$ cat config.mk
export PLATFORM = sky130hd
export DESIGN_NAME = button_conditioner
export DESIGN_NICKNAME = d
export VERILOG_FILES = /design/src/rtl/button_conditioner.sv
export SDC_FILE = /design/constraint.sdc
export NUM_CORES = 1
export LEC_CHECK = 0
export ABC_CLOCK_PERIOD_IN_PS = 3900
export BUFFER_PORTS_ARGS = -buffer_cell sky130_fd_sc_hd__buf_2
export CAP_MARGIN = 20
export CORE_AREA = 2 2 72 74
export CTS_CLUSTER_SIZE = 30
export DETAILED_ROUTE_END_ITERATION = 7
export DIE_AREA = 0 0 74 76
export MAX_ROUTING_LAYER = met4
export SYNTH_ARGS = -nofsm -noshare
export SYNTH_HDL_FRONTEND = slang
export SYNTH_SLANG_ARGS = --single-unit
$ cat constraint.sdc
create_clock -name clk -period 3.9 [get_ports clk]
set_input_delay 0.78 -clock clk [delete_from_list [all_inputs] [get_ports clk]]
set_output_delay 0.78 -clock clk [all_outputs]
set_load 0.01 [all_outputs]
$ cat src/rtl/button_conditioner.sv
// Push-button conditioner: synchronizer, tick-sampled debounce, one-cycle press
// pulse and optional hold-to-auto-repeat. One instance per front-panel button.
//
// Ports:
//   clk           system clock
//   reset         asynchronous, active-high reset
//   button_in     raw asynchronous button, active-high
//   repeat_en     1 = auto-repeat while held, 0 = single pulse per press
//   level_out     debounced button level
//   pulse_out     one-cycle pulse per press and per repeat
//   repeat_active high from the first repeat pulse until release
module button_conditioner #(
  parameter int unsigned TICK_DIV     = 315000,
  parameter int unsigned STABLE_TICKS = 3,
  parameter int unsigned REPEAT_DELAY = 50,
  parameter int unsigned REPEAT_RATE  = 10
) (
  input  logic clk,
  input  logic reset,
  input  logic button_in,
  input  logic repeat_en,
  output logic level_out,
  output logic pulse_out,
  output logic repeat_active
);

  localparam int unsigned TickW   = $clog2(TICK_DIV + 1);
  localparam int unsigned DebW    = $clog2(STABLE_TICKS + 1);
  localparam int unsigned HoldMax = (REPEAT_DELAY > REPEAT_RATE) ? REPEAT_DELAY : REPEAT_RATE;
  localparam int unsigned HoldW   = $clog2(HoldMax + 1);

  localparam logic [TickW-1:0] TickLast  = TickW'(TICK_DIV - 1);
  localparam logic [DebW-1:0]  DebLast   = DebW'(STABLE_TICKS - 1);
  localparam logic [HoldW-1:0] DelayLast = HoldW'(REPEAT_DELAY - 1);
  localparam logic [HoldW-1:0] DelayMax  = HoldW'(REPEAT_DELAY);
  localparam logic [HoldW-1:0] RateLast  = HoldW'(REPEAT_RATE - 1);

  typedef enum logic [1:0] {StIdle, StHold, StRepeat} state_e;

  logic             sync1_q, btn_s_q;
  logic [TickW-1:0] tick_cnt_q;
  logic             tick;
  logic [DebW-1:0]  deb_cnt_q, deb_cnt_d;
  logic             level_q, level_d;
  logic             rise, fall;
  state_e           state_q, state_d;
  logic [HoldW-1:0] hold_cnt_q, hold_cnt_d;
  logic             pulse_q, pulse_d;
  logic             active_q, active_d;

  // Two-flop synchronizer and free-running sample tick.
  always_ff @(posedge clk or posedge reset) begin
    if (reset) begin
      sync1_q    <= 1'b0;
      btn_s_q    <= 1'b0;
      tick_cnt_q <= '0;
    end else begin
      sync1_q    <= button_in;
      btn_s_q    <= sync1_q;
      tick_cnt_q <= tick ? '0 : tick_cnt_q + TickW'(1);
    end
  end

  assign tick = (tick_cnt_q == TickLast);

  // Debounce: the level flips only after STABLE_TICKS consecutive differing samples.
  always_comb begin
    deb_cnt_d = deb_cnt_q;
    level_d   = level_q;
    if (tick) begin
      if (btn_s_q == level_q) begin
        deb_cnt_d = '0;
      end else if (deb_cnt_q == DebLast) begin
        level_d   = ~level_q;
        deb_cnt_d = '0;
      end else begin
        deb_cnt_d = deb_cnt_q + DebW'(1);
      end
    end
  end

  assign rise = level_d & ~level_q;
  assign fall = ~level_d & level_q;

  // Press / repeat FSM. A release flip always wins over a due repeat.
  always_comb begin
    state_d    = state_q;
    hold_cnt_d = hold_cnt_q;
    pulse_d    = 1'b0;
    active_d   = active_q;
    unique case (state_q)
      StIdle: begin
        if (rise) begin
          pulse_d    = 1'b1;
          hold_cnt_d = '0;
          state_d    = StHold;
        end
      end
      StHold: begin
        if (fall) begin
          state_d    = StIdle;
          hold_cnt_d = '0;
          active_d   = 1'b0;
        end else if (tick) begin
          if (repeat_en && (hold_cnt_q >= DelayLast)) begin
            pulse_d    = 1'b1;
            active_d   = 1'b1;
            hold_cnt_d = '0;
            state_d    = StRepeat;
          end else if (hold_cnt_q < DelayMax) begin
            hold_cnt_d = hold_cnt_q + HoldW'(1);
          end
        end
      end
      StRepeat: begin
        if (fall) begin
          state_d    = StIdle;
          hold_cnt_d = '0;
          active_d   = 1'b0;
        end else if (tick) begin
          // The repeat period keeps running with repeat_en low; it only gates the pulse.
          if (hold_cnt_q >= RateLast) begin
            hold_cnt_d = '0;
            pulse_d    = repeat_en;
          end else begin
            hold_cnt_d = hold_cnt_q + HoldW'(1);
          end
        end
      end
      default: begin
        state_d    = StIdle;
        hold_cnt_d = '0;
        active_d   = 1'b0;
      end
    endcase
  end

  always_ff @(posedge clk or posedge reset) begin
    if (reset) begin
      deb_cnt_q  <= '0;
      level_q    <= 1'b0;
      state_q    <= StIdle;
      hold_cnt_q <= '0;
      pulse_q    <= 1'b0;
      active_q   <= 1'b0;
    end else begin
      deb_cnt_q  <= deb_cnt_d;
      level_q    <= level_d;
      state_q    <= state_d;
      hold_cnt_q <= hold_cnt_d;
      pulse_q    <= pulse_d;
      active_q   <= active_d;
    end
  end

  assign level_out     = level_q;
  assign pulse_out     = pulse_q;
  assign repeat_active = active_q;

endmodule
* Word-level counts from Yosys, hierarchy flattened
Cells that the tools add are included.
Storage, ports and cells: register bits 34, input bits 4, output and inout port bits 3, logic and storage cells 70
Operators by class: add/sub/neg operators 3, order comparisons 3, equality and inequality tests 11, mux-type cells 34, bitwise gates (word level) 5, reductions and logical operators 5
Operators by type and width (number):
- $mux W6 | 8
- $add A19 B1 Y19 const B | 1
- $eq A19 B19 Y1 const B | 1
- $mux W19 | 1
- $pmux W6 S3 | 1
- $mux W1 | 14
- $mux W2 | 7
- $reduce_and A4 Y1 | 3
- $ne A3 B3 Y1 const B | 3
- $add A6 B1 Y6 const B | 1
- $ge A6 B4 Y1 const B | 1
- $ge A6 B6 Y1 const B | 1
- $lt A6 B6 Y1 const B | 1
- $pmux W1 S3 | 2
- $pmux W2 S3 | 1
- $eq A2 B2 Y1 const B | 2
- $ne A2 B2 Y1 const B | 2
- $ne A4 B4 Y1 const B | 1
- $not A1 Y1 | 3
- $add A2 B1 Y2 const B | 1
- $and A1 B1 Y1 | 2
- $eq A2 B1 Y1 const B | 1
- $logic_not A2 Y1 | 1
- $eq A1 B1 Y1 | 1
- $logic_and A1 B1 Y1 | 1

* Depth between registers and ports, before layout
Gate-level depths: netlist of the first run.
word-level depth 8, gate-level depth with buffers 8, gate-level depth less buffers 8

* Worst setup path after synthesis of the first run
No wires, ideal clock.
path type reg2reg, start point reg hold_cnt_q[1], end point reg state_q[0], setup time 0.121 ns, data arrival time 1.925 ns, data required time 3.779 ns, setup slack 1.854 ns, stages on the path, launching flop included 8, buffers on the path 0, clock period less this slack 2.046 ns, path through dfrtp_1 -> inv_1 -> ha_1 -> or4b_1 -> a41oi_2 -> o22ai_1 -> a21o_1 -> a22o_1
Between the ends: longest elaborated chain between the ends 4
RTL lines:
- start: declaration | line 47 | logic [HoldW-1:0] hold_cnt_q, hold_cnt_d;
- start signal: assignment | line 150 | hold_cnt_q <= hold_cnt_d;
- $ge A6 B6 Y1 | line 105 | if (repeat_en && (hold_cnt_q >= DelayLast)) begin
- $logic_and A1 B1 Y1 | line 105
- $ne A3 B3 Y1 (no line)
- $reduce_and A4 Y1 (no line)
- end signal: assignment | line 142 | state_q <= StIdle;
- end signal: assignment | line 149 | state_q <= state_d;
- end: declaration | line 46 | state_e state_q, state_d;
Every way passes these cells. A chain may end at the register's enable or synchronous reset.

* Worst setup path after layout of the first run
start point reg tick_cnt_q[16], end point reg hold_cnt_q[3]
Between the ends: longest elaborated chain between the ends 6, elaborated cells between the ends (all ways) 13, those cells by class 5 x eq/ne; 4 x mux; 3 x bitwise; 1 x reduce/logical
RTL lines:
- start: declaration | line 41 | logic [TickW-1:0] tick_cnt_q;
- start signal: assignment | line 60 | tick_cnt_q <= tick ? '0 : tick_cnt_q + TickW'(1);
- $eq A19 B19 Y1 * | line 64 | assign tick = (tick_cnt_q == TickLast);
- $mux W1 | line 70 | if (tick) begin
- $not A1 Y1 | line 83 | assign fall = ~level_d & level_q;
- $and A1 B1 Y1 | line 83
- $ne A4 B4 Y1 (no line), or another cell as far along
- $reduce_and A4 Y1 (no line) / $pmux W6 S3 (equally long branches)
Every way passes the cells marked *; elsewhere a longest branch is shown, timed or not.

==> results of run 1 <==
[cells in the mapped netlist, drive strengths merged (2+ instances only)]
cell type / instances / area [µm²]
dfrtp: 34 / 851
nor2: 19 / 73.8
inv: 17 / 63.8
nand2: 13 / 48.8
nand3: 13 / 65.1
o21ai: 13 / 68.8
a21oi: 9 / 45.0
xnor2: 9 / 78.8
ha: 8 / 100
nor3: 8 / 40.0
nand4: 7 / 43.8
xor2: 7 / 61.3
nor3b: 4 / 30.0
and2: 2 / 12.5
and4: 2 / 17.5
clkbuf: 2 / 7.51
nand2b: 2 / 12.5
o22ai: 2 / 12.5
o31ai: 2 / 15.0
or3: 2 / 12.5
[metrics by stage]
step                instances  setup WS [ns]  hold slack, ns  power (mW)  cell area [µm²]
finish                    281           1.47           0.370       0.609             2070
global route              281           1.22           0.390       0.638             2070
CTS                       281           1.42           0.374       0.619             2070
detailed placement        274           1.44           0.358       0.373             1990
global placement          274           1.57           0.332       0.372             1990
floorplan                 200           1.85           0.331       0.367             1880
[cell usage in the layout (no fill, tap or decap), types with 2 or more instances in the layout]
master    count
inv_1        17
nand2_1      13
nand4_1       7
o22ai_1       2
o31ai_1       2
nand3_1      13
dfrtp_1      34
clkbuf_8      5
nor3b_1       4
xnor2_1       9
and2_1        2
nand2b_1      2
or3_1         2
nor2_1       18
o21ai_0      12
buf_2         6
nor3_1        8
clkinv_2      2
and4_1        2
a21oi_1       9
xor2_1        7
ha_1          8
[final cells by class]
cell class / instances / area [µm²] / area share (%)
Clock buffer: 5 / 68.8 / 3.33
Clock inverter: 2 / 10.0 / 0.484
Multi-Input combinational cell: 146 / 950 / 45.9
Sequential cell: 34 / 851 / 41.1
Inverter: 17 / 63.8 / 3.09
Timing Repair Buffer: 7 / 37.5 / 1.81
Tap cell: 70 / 87.6 / 4.23
[power by group through the flow]
| stage | clock network (mW) | logic [mW] | registers (mW) |
|---|---|---|---|
| finish | 0.244 | 0.0108 | 0.354 |
| global route | 0.271 | 0.0128 | 0.354 |
| CTS | 0.253 | 0.0117 | 0.354 |
| detailed placement | 0 | 0.0115 | 0.361 |
| global placement | 0 | 0.0114 | 0.361 |
| floorplan | 0 | 0.00640 | 0.361 |
[cell families after synthesis]
logic type	Yosys count	share of synthesized area, %
and+or+nand+nor	83	23.8
AOI/OAI and AO/OA	37	12.9
DFF	34	45.3
buffers and inverters	20	4.07
xor gates and xnor gates	16	7.47
adders and majority gates	8	5.33
muxes	2	1.13
[critical path, stage by stage (launching register included)]
cell and delay [ns]:
dfrtp_1 0.42, nor4b_1 0.31, nand4_1 0.26, and2b_1 0.62, o211ai_1 0.24, nand2b_1 0.25
o31ai_1 0.24
[path summary, 6_finish.rpt]
| kind | start | endpoint | slack (ns) | depth (start not counted) |
|---|---|---|---|---|
| min in group asynchronous | reset | level_out | 0.53 | 2 |
| max reg2reg | tick_cnt_q[16] | hold_cnt_q[3] | 1.47 | 6 |
| min | sync1_q | btn_s_q | 0.37 | 0 |
| max in group asynchronous | reset | tick_cnt_q[4] | 2.68 | 3 |
| min reg2reg | sync1_q | btn_s_q | 0.37 | 0 |
| max | tick_cnt_q[16] | hold_cnt_q[3] | 1.47 | 6 |
[state kept, by name, summed over array words and instances, names as in the netlist]
name / count
hold_cnt_q: 6
deb_cnt_q: 2
state_q: 2
pulse_out: 1
btn_s_q: 1
level_out: 1
tick_cnt_q: 19
repeat_active: 1
sync1_q: 1
[metal layers]
| metal | vias up | GRT usage (%) |
|---|---|---|
| met5 | - | - |
| met4 | 0 | 4.55 |
| li1 | 725 | - |
| met3 | 8 | 4.37 |
| met1 | 683 | 18.3 |
| met2 | 25 | 23.6 |
==> key figures, run 1 <==
Status
  • Outcome: finished clean

Power
  • Leak: just over 0.9 nW
  • PwrDens: approximately 290 nW/µm²
  • Clock power share: 40.0%
  • Pint: between 0.4 and 0.5 mW
  • Net Switching: roughly 0.13 mW
  • Worst vdd rail ir drop: approximately 0.11 mV
  • Switch share: between 20% and 30%
  • Flop pwr share: 58.2%
  • Comb pwr share: 1.8%

Yosys
  • Fraction of registers with async set/reset: 100%
  • Main flop type after synthesis: dfrtp_1
  • EDFF count, synth: 0
  • Yosys warnings: 0
  • Sequential share of the synthesized area: 45.3%
  • Mapped cell area: 1880 µm²
  • #FFs+latches synth: 34
  • Syn avg cell area: ~9.4 µm²
  • Mapped Cells: 200
  • Yosys cell types: 47
  • Syn Nets: 212

Global route
  • Initial antenna violation count: 0
  • Total Routing Usage GR: 14.9%
  • Vias in the first global route: between 1,500 and 2,000
  • Global route overflow: 0
  • Global-route wire length before repair: around 6500 µm
  • Pin count of the biggest net entering global routing: 22

Die
  • Vert. Die Dim: approximately 76 µm
  • I/O pin total: 7
  • Die width: between 70 and 80 µm
  • Starting Density: a little under two fifths
  • Core Region: approximately 5000 µm²
  • Area of the die: around 5600 µm²
  • # rows: 26

Place
  • Input/output buffers: 6
  • Post-DP HPWL: between 2000 and 3000 µm
  • Gpl congestion: about 0.84

Timing
  • Post-layout minimum cycle time: about 2.4 ns
  • Slew @ Worst Pin: about 0.56 ns
  • Final setup fails: 0
  • Final Hold Fails: 0
  • Setup Total Neg Slack: 0 ns
  • Unrepaired setup endpoints after global routing: false
  • Period utilization: a little over three fifths
  • Fin. max-slew vios: 0
  • Slew headroom: around 62%
  • Max frequency: 0.411 GHz
  • Clock Skews: about 0.007 ns

Run
  • Max-cap violations: 0

Drt
  • Post-route ant nets: 0
  • Vias: about 1,400
  • Highest routed layer: met4
  • Total Wirelength: roughly 3600 µm
  • First drt pass iteration count: 4
  • Met2 wire length: 1680 µm
  • WL/cell: between 10 and 15 µm
  • DRT met1 WL: approximately 1700 µm
  • Via-per-instance ratio: about 5
  • Drt drc: 0
  • Initial drt markers: 59
  • Met3 WL post-DR: roughly 150 µm

Setup path
  • Crit path DAT: around 2.6 ns
  • Setup CP Type: flop to flop
  • CP Max Fanout: 16
  • CP startpoint kind: flop
  • Worst Path Required: between 4 and 5 ns
  • Worst setup EP type: flop

Layout
  • Ant diodes: 0
  • P&R area growth vs syn: 10.2%
  • Post-layout net count: roughly 220
  • Layout cells sized above 1: under 10%
  • Final core utilization: a little over two fifths
  • Fill cells: between 400 and 500

CTS
  • Hold buffers post-CTS: 0
  • Clk slew on worst S/H paths: roughly 0.070 ns
  • H-tree depth: 2
  • Inserted Clock Buffers: 5
  • CTS tree: done
  • PostCTS Resize Cnt: 0
  • Later-pin clock latency in the skew report: 0.28 ns
  • Clock buffer depth: 2
  • CTS sink count: 34
  • Post-CTS setup buffer count: 0
  • CTS root buf: clkbuf_8

Min path
  • Min-delay worst type: flop to flop
Power figures use the tool's default switching activity.
==> inputs of run 2 (changes only) <==
Settings changed: ABC_AREA set to 1, ABC_CLOCK_PERIOD_IN_PS 3900 to 2230, CORE_AREA 2 2 72 74 to 2 2 75 77, DIE_AREA 0 0 74 76 to 0 0 77 79.
Clock period 3.9 ns to 2.23 ns, I/O delays scaled along.
==> run 2 against run 1 <==
Wire length up 12%. Register-to-register slack got worse by 1.2 ns. Sequential share of layout area decreased by 3.0 points. Area after synthesis is 8.6% higher. Clock power increased by 77%. Synthesized cell count grew 26%. Clock-buffer cell count did not move. Critical path depth grew 1. Core utilization shrank 0.36 points. Non-clock buffer count rose by 1. Hold slack lost 0.13 ns. Via count is 12% higher.
==> key figures, run 2 <==
Min path
  • Min-delay worst type: input port to async pin

Yosys
  • Simple-gate share of the synthesized area: 33.5% (+9.7 points)
  • Mapped Cells: 251 (+26%)
  • Mapped cell area: 2040 µm² (+8.6%)
  • Sequential share of the synthesized area: 41.7% (-3.6 points)
  • Yosys warnings: 0 (unchanged)
  • Fraction of registers with async set/reset: 100% (unchanged)
  • #FFs+latches synth: 34 (unchanged)
  • Syn avg cell area: 8.12 µm² (-13%)
  • Xor/xnor share of the synthesized area: 5.16% (-2.3 points)
  • Post-synth top cells: 47 x nand2_1, 35 x inv_1, 34 x dfrtp_1, 28 x nor2_1, 22 x nand3_1
  • Syn Nets: 263 (+24%)
  • Cell with the most instances after synthesis: nand2_1
  • Largest cells by area after synthesis: dfrtp_1 42%, nand2_1 8.7%, inv_1 6.4%, nand3_1 5.4%, nor2_1 5.2%
  • Adder-Cell Fraction of Synth Area: 4.91% (-0.42 points)
  • Area share of the largest cell type after synthesis: 41.7% (-3.6 points)
  • Post-synthesis mux area share: 0% (-1.1 points)
  • EDFF count, synth: 0 (unchanged)
  • Largest family of logic cells by synthesized area: simple AND/OR/NAND/NOR gates
  • Yosys cell types: 33 (-30%)
  • Main flop type after synthesis: dfrtp_1
  • Largest area contributor in the synthesized netlist: dfrtp_1
  • Compound-Gate Fraction of Synth Area: 7.06% (-5.8 points)

Timing
  • Max frequency: 0.512 GHz (+25%)
  • Final Worst Setup Slack: 0.277 ns (-1.19 ns)
  • Unrepaired setup endpoints after global routing: false
  • Final Hold Fails: 0 (unchanged)
  • Post-layout minimum cycle time: 1.95 ns (-0.481 ns)
  • Period utilization: 87.6% (+25 points)
  • Final setup fails: 0 (unchanged)
  • Slew headroom: 70.3% (+7.8 points)
  • Fin. max-slew vios: 0 (unchanged)
  • Slew @ Worst Pin: 0.443 ns (-0.116 ns)
  • Worst hold slack: 0.244 ns (-0.127 ns)
  • Setup Total Neg Slack: 0 ns (unchanged)
  • Clock Skews: 0.00299 ns (-0.00415 ns)

Drt
  • WL/cell: 11.9 µm (-6.2%)
  • First drt pass iteration count: 4 (unchanged)
  • Vias: 1,619 (+12%)
  • Via-per-instance ratio: 4.83 (-5.8%)
  • Drt drc: 0 (unchanged)
  • Total Wirelength: 3980 µm (+12%)
  • Initial drt markers: 123 (+110%)
  • Post-route ant nets: 0 (unchanged)

Global route
  • Pin count of the biggest net entering global routing: 35 (+59%)
  • Global route overflow: 0 (unchanged)
  • Initial antenna violation count: 0 (unchanged)
  • Vias in the first global route: 1,520 (+0.86%)
  • Total Routing Usage GR: 15.2% (+0.23 points)
  • Global-route wire length before repair: 7070 µm (+8.8%)

CTS
  • Post-CTS setup buffer count: 0 (unchanged)
  • Clock buffer depth: 2 (unchanged)
  • H-tree depth: 2 (unchanged)
  • Clk slew on worst S/H paths: 0.07 ns (about the same)
  • CTS tree: done
  • PostCTS Resize Cnt: 0 (unchanged)
  • Hold buffers post-CTS: 0 (unchanged)
  • Inserted Clock Buffers: 5 (unchanged)
  • Later-pin clock latency in the skew report: 0.29 ns (about the same)
  • CTS sink count: 34 (unchanged)
  • CTS root buf: clkbuf_8

Place
  • DP Worst Slack: 0.277 ns (-1.16 ns)
  • Gpl congestion: 0.857 (+1.9%)
  • Post-DP HPWL: 3000 µm (+14%)
  • DP Area: 2150 µm² (+8.1%)
  • Placed insts: 328 (+20%)
  • Input/output buffers: 6 (unchanged)

Layout
  • Layout cells sized above 1: 12.9% (+3.0 points)
  • Most common cell after layout, fill and taps aside: nand2_1
  • Number of flip-flops in the largest register: 19 (unchanged)
  • Final Instance Area: 2230 µm² (+7.7%)
  • Register area: 851 µm² (unchanged)
  • Biggest regs: tick_cnt_q x19, hold_cnt_q x6
  • Ant diodes: 0 (unchanged)
  • P&R area growth vs syn: 9.33%
  • Fill cells: 561 (+20%)
  • Multi-input gate area: 1030 µm² (+8.7%)
  • Post-layout net count: 275 (+23%)
  • Final core utilization: 41.7% (-0.36 points)
  • Most frequent cells in the layout: 47 x nand2_1, 35 x inv_1, 34 x dfrtp_1
  • Largest Register: tick_cnt_q
  • Non-Filler Instances: 335 (+19%)

Setup path
  • Crit path DAT: 2.16 ns (-0.46 ns)
  • Critical path, cell by cell: ha_1 > nand2_1 > nor3_4 > nand2_4 > inv_1 > nand4_1 > a21oi_1
  • CP peak stage delay: 0.42 ns (-0.20 ns)
  • RR Startpoint: tick_cnt_q[0]
  • Critical Path Source: tick_cnt_q[0]
  • Setup CP Type: flop to flop
  • CP Max Fanout: 13 (-3)
  • CP startpoint kind: flop
  • Worst setup EP type: flop
  • Crit path max-delay cell type: dfrtp_1
  • Worst Path Required: 2.44 ns (-1.65 ns)

Die
  • Vert. Die Dim: 79 µm (+3.9%)
  • # rows: 27 (+3.8%)
  • Area of the die: 6080 µm² (+8.2%)
  • Die width: 77 µm (+4.1%)
  • Starting Density: 38.2% (about the same)
  • Core Region: 5340 µm² (+8.7%)
  • I/O pin total: 7 (unchanged)

Run
  • Max-cap violations: 0 (unchanged)

Power
  • Final Power: 1.07 mW (+76%)
  • Worst vdd rail ir drop: 0.399 mV (+250%)
  • PwrDens: 479 nW/µm² (+63%)
  • Leak: 1.07 nW (+17%)

Status
  • Outcome: finished clean
## run 2: layer usage
layer,up-vias,GRT usage [%],wire (µm)
met1,738,19.2,1950
li1,845,-,-
met4,0,5.54,39
met2,32,23.4,1830
met3,4,4.20,152
met5,-,-,0
## run 2: kinds of logic after synthesis
logic type | Yosys count
simple gates | 135
buf+inv | 38
flops | 34
compound gates | 24
xor+xnor | 12
fa+ha+maj | 8
## run 2: path summary, 6_finish.rpt
| kind | slack (ns) | end | depth (start not counted) |
|---|---|---|---|
| hold / removal | 0.24 | hold_cnt_q[2] | 3 |
| setup reg to reg | 0.28 | pulse_out | 7 |
| setup / recovery | 0.28 | pulse_out | 7 |
| min in group clk | 0.27 | sync1_q | 1 |
| hold reg to reg | 0.35 | btn_s_q | 0 |
| max in group asynchronous | 1.68 | pulse_out | 3 |
## run 2: where the power goes
group / total (mW) / leakage [nW] / switching [mW] / internal (mW)
clock: 0.431 / 0.0438 / 0.222 / 0.209
combinational: 0.0180 / 0.571 / 0.0138 / 0.00422
sequential: 0.619 / 0.451 / 0.000748 / 0.618
## run 2: final cells by class
class | instances | area share [%]
clock buffer | 5 | 3.09
inverter | 35 | 5.90
clock inverter | 2 | 0.449
multi-input combinational | 179 | 46.3
sequential | 34 | 38.2
timing repair buffer | 8 | 2.02
tap | 72 | 4.04
## run 2: critical path, delay by kind of cell (launching register included)
| family | cells | cell delay, ns |
|---|---|---|
| simple gates | 4 | 0.68 |
| flops | 1 | 0.42 |
| buf+inv | 1 | 0.35 |
| fa+ha+maj | 1 | 0.26 |
| compound gates | 1 | 0.18 |
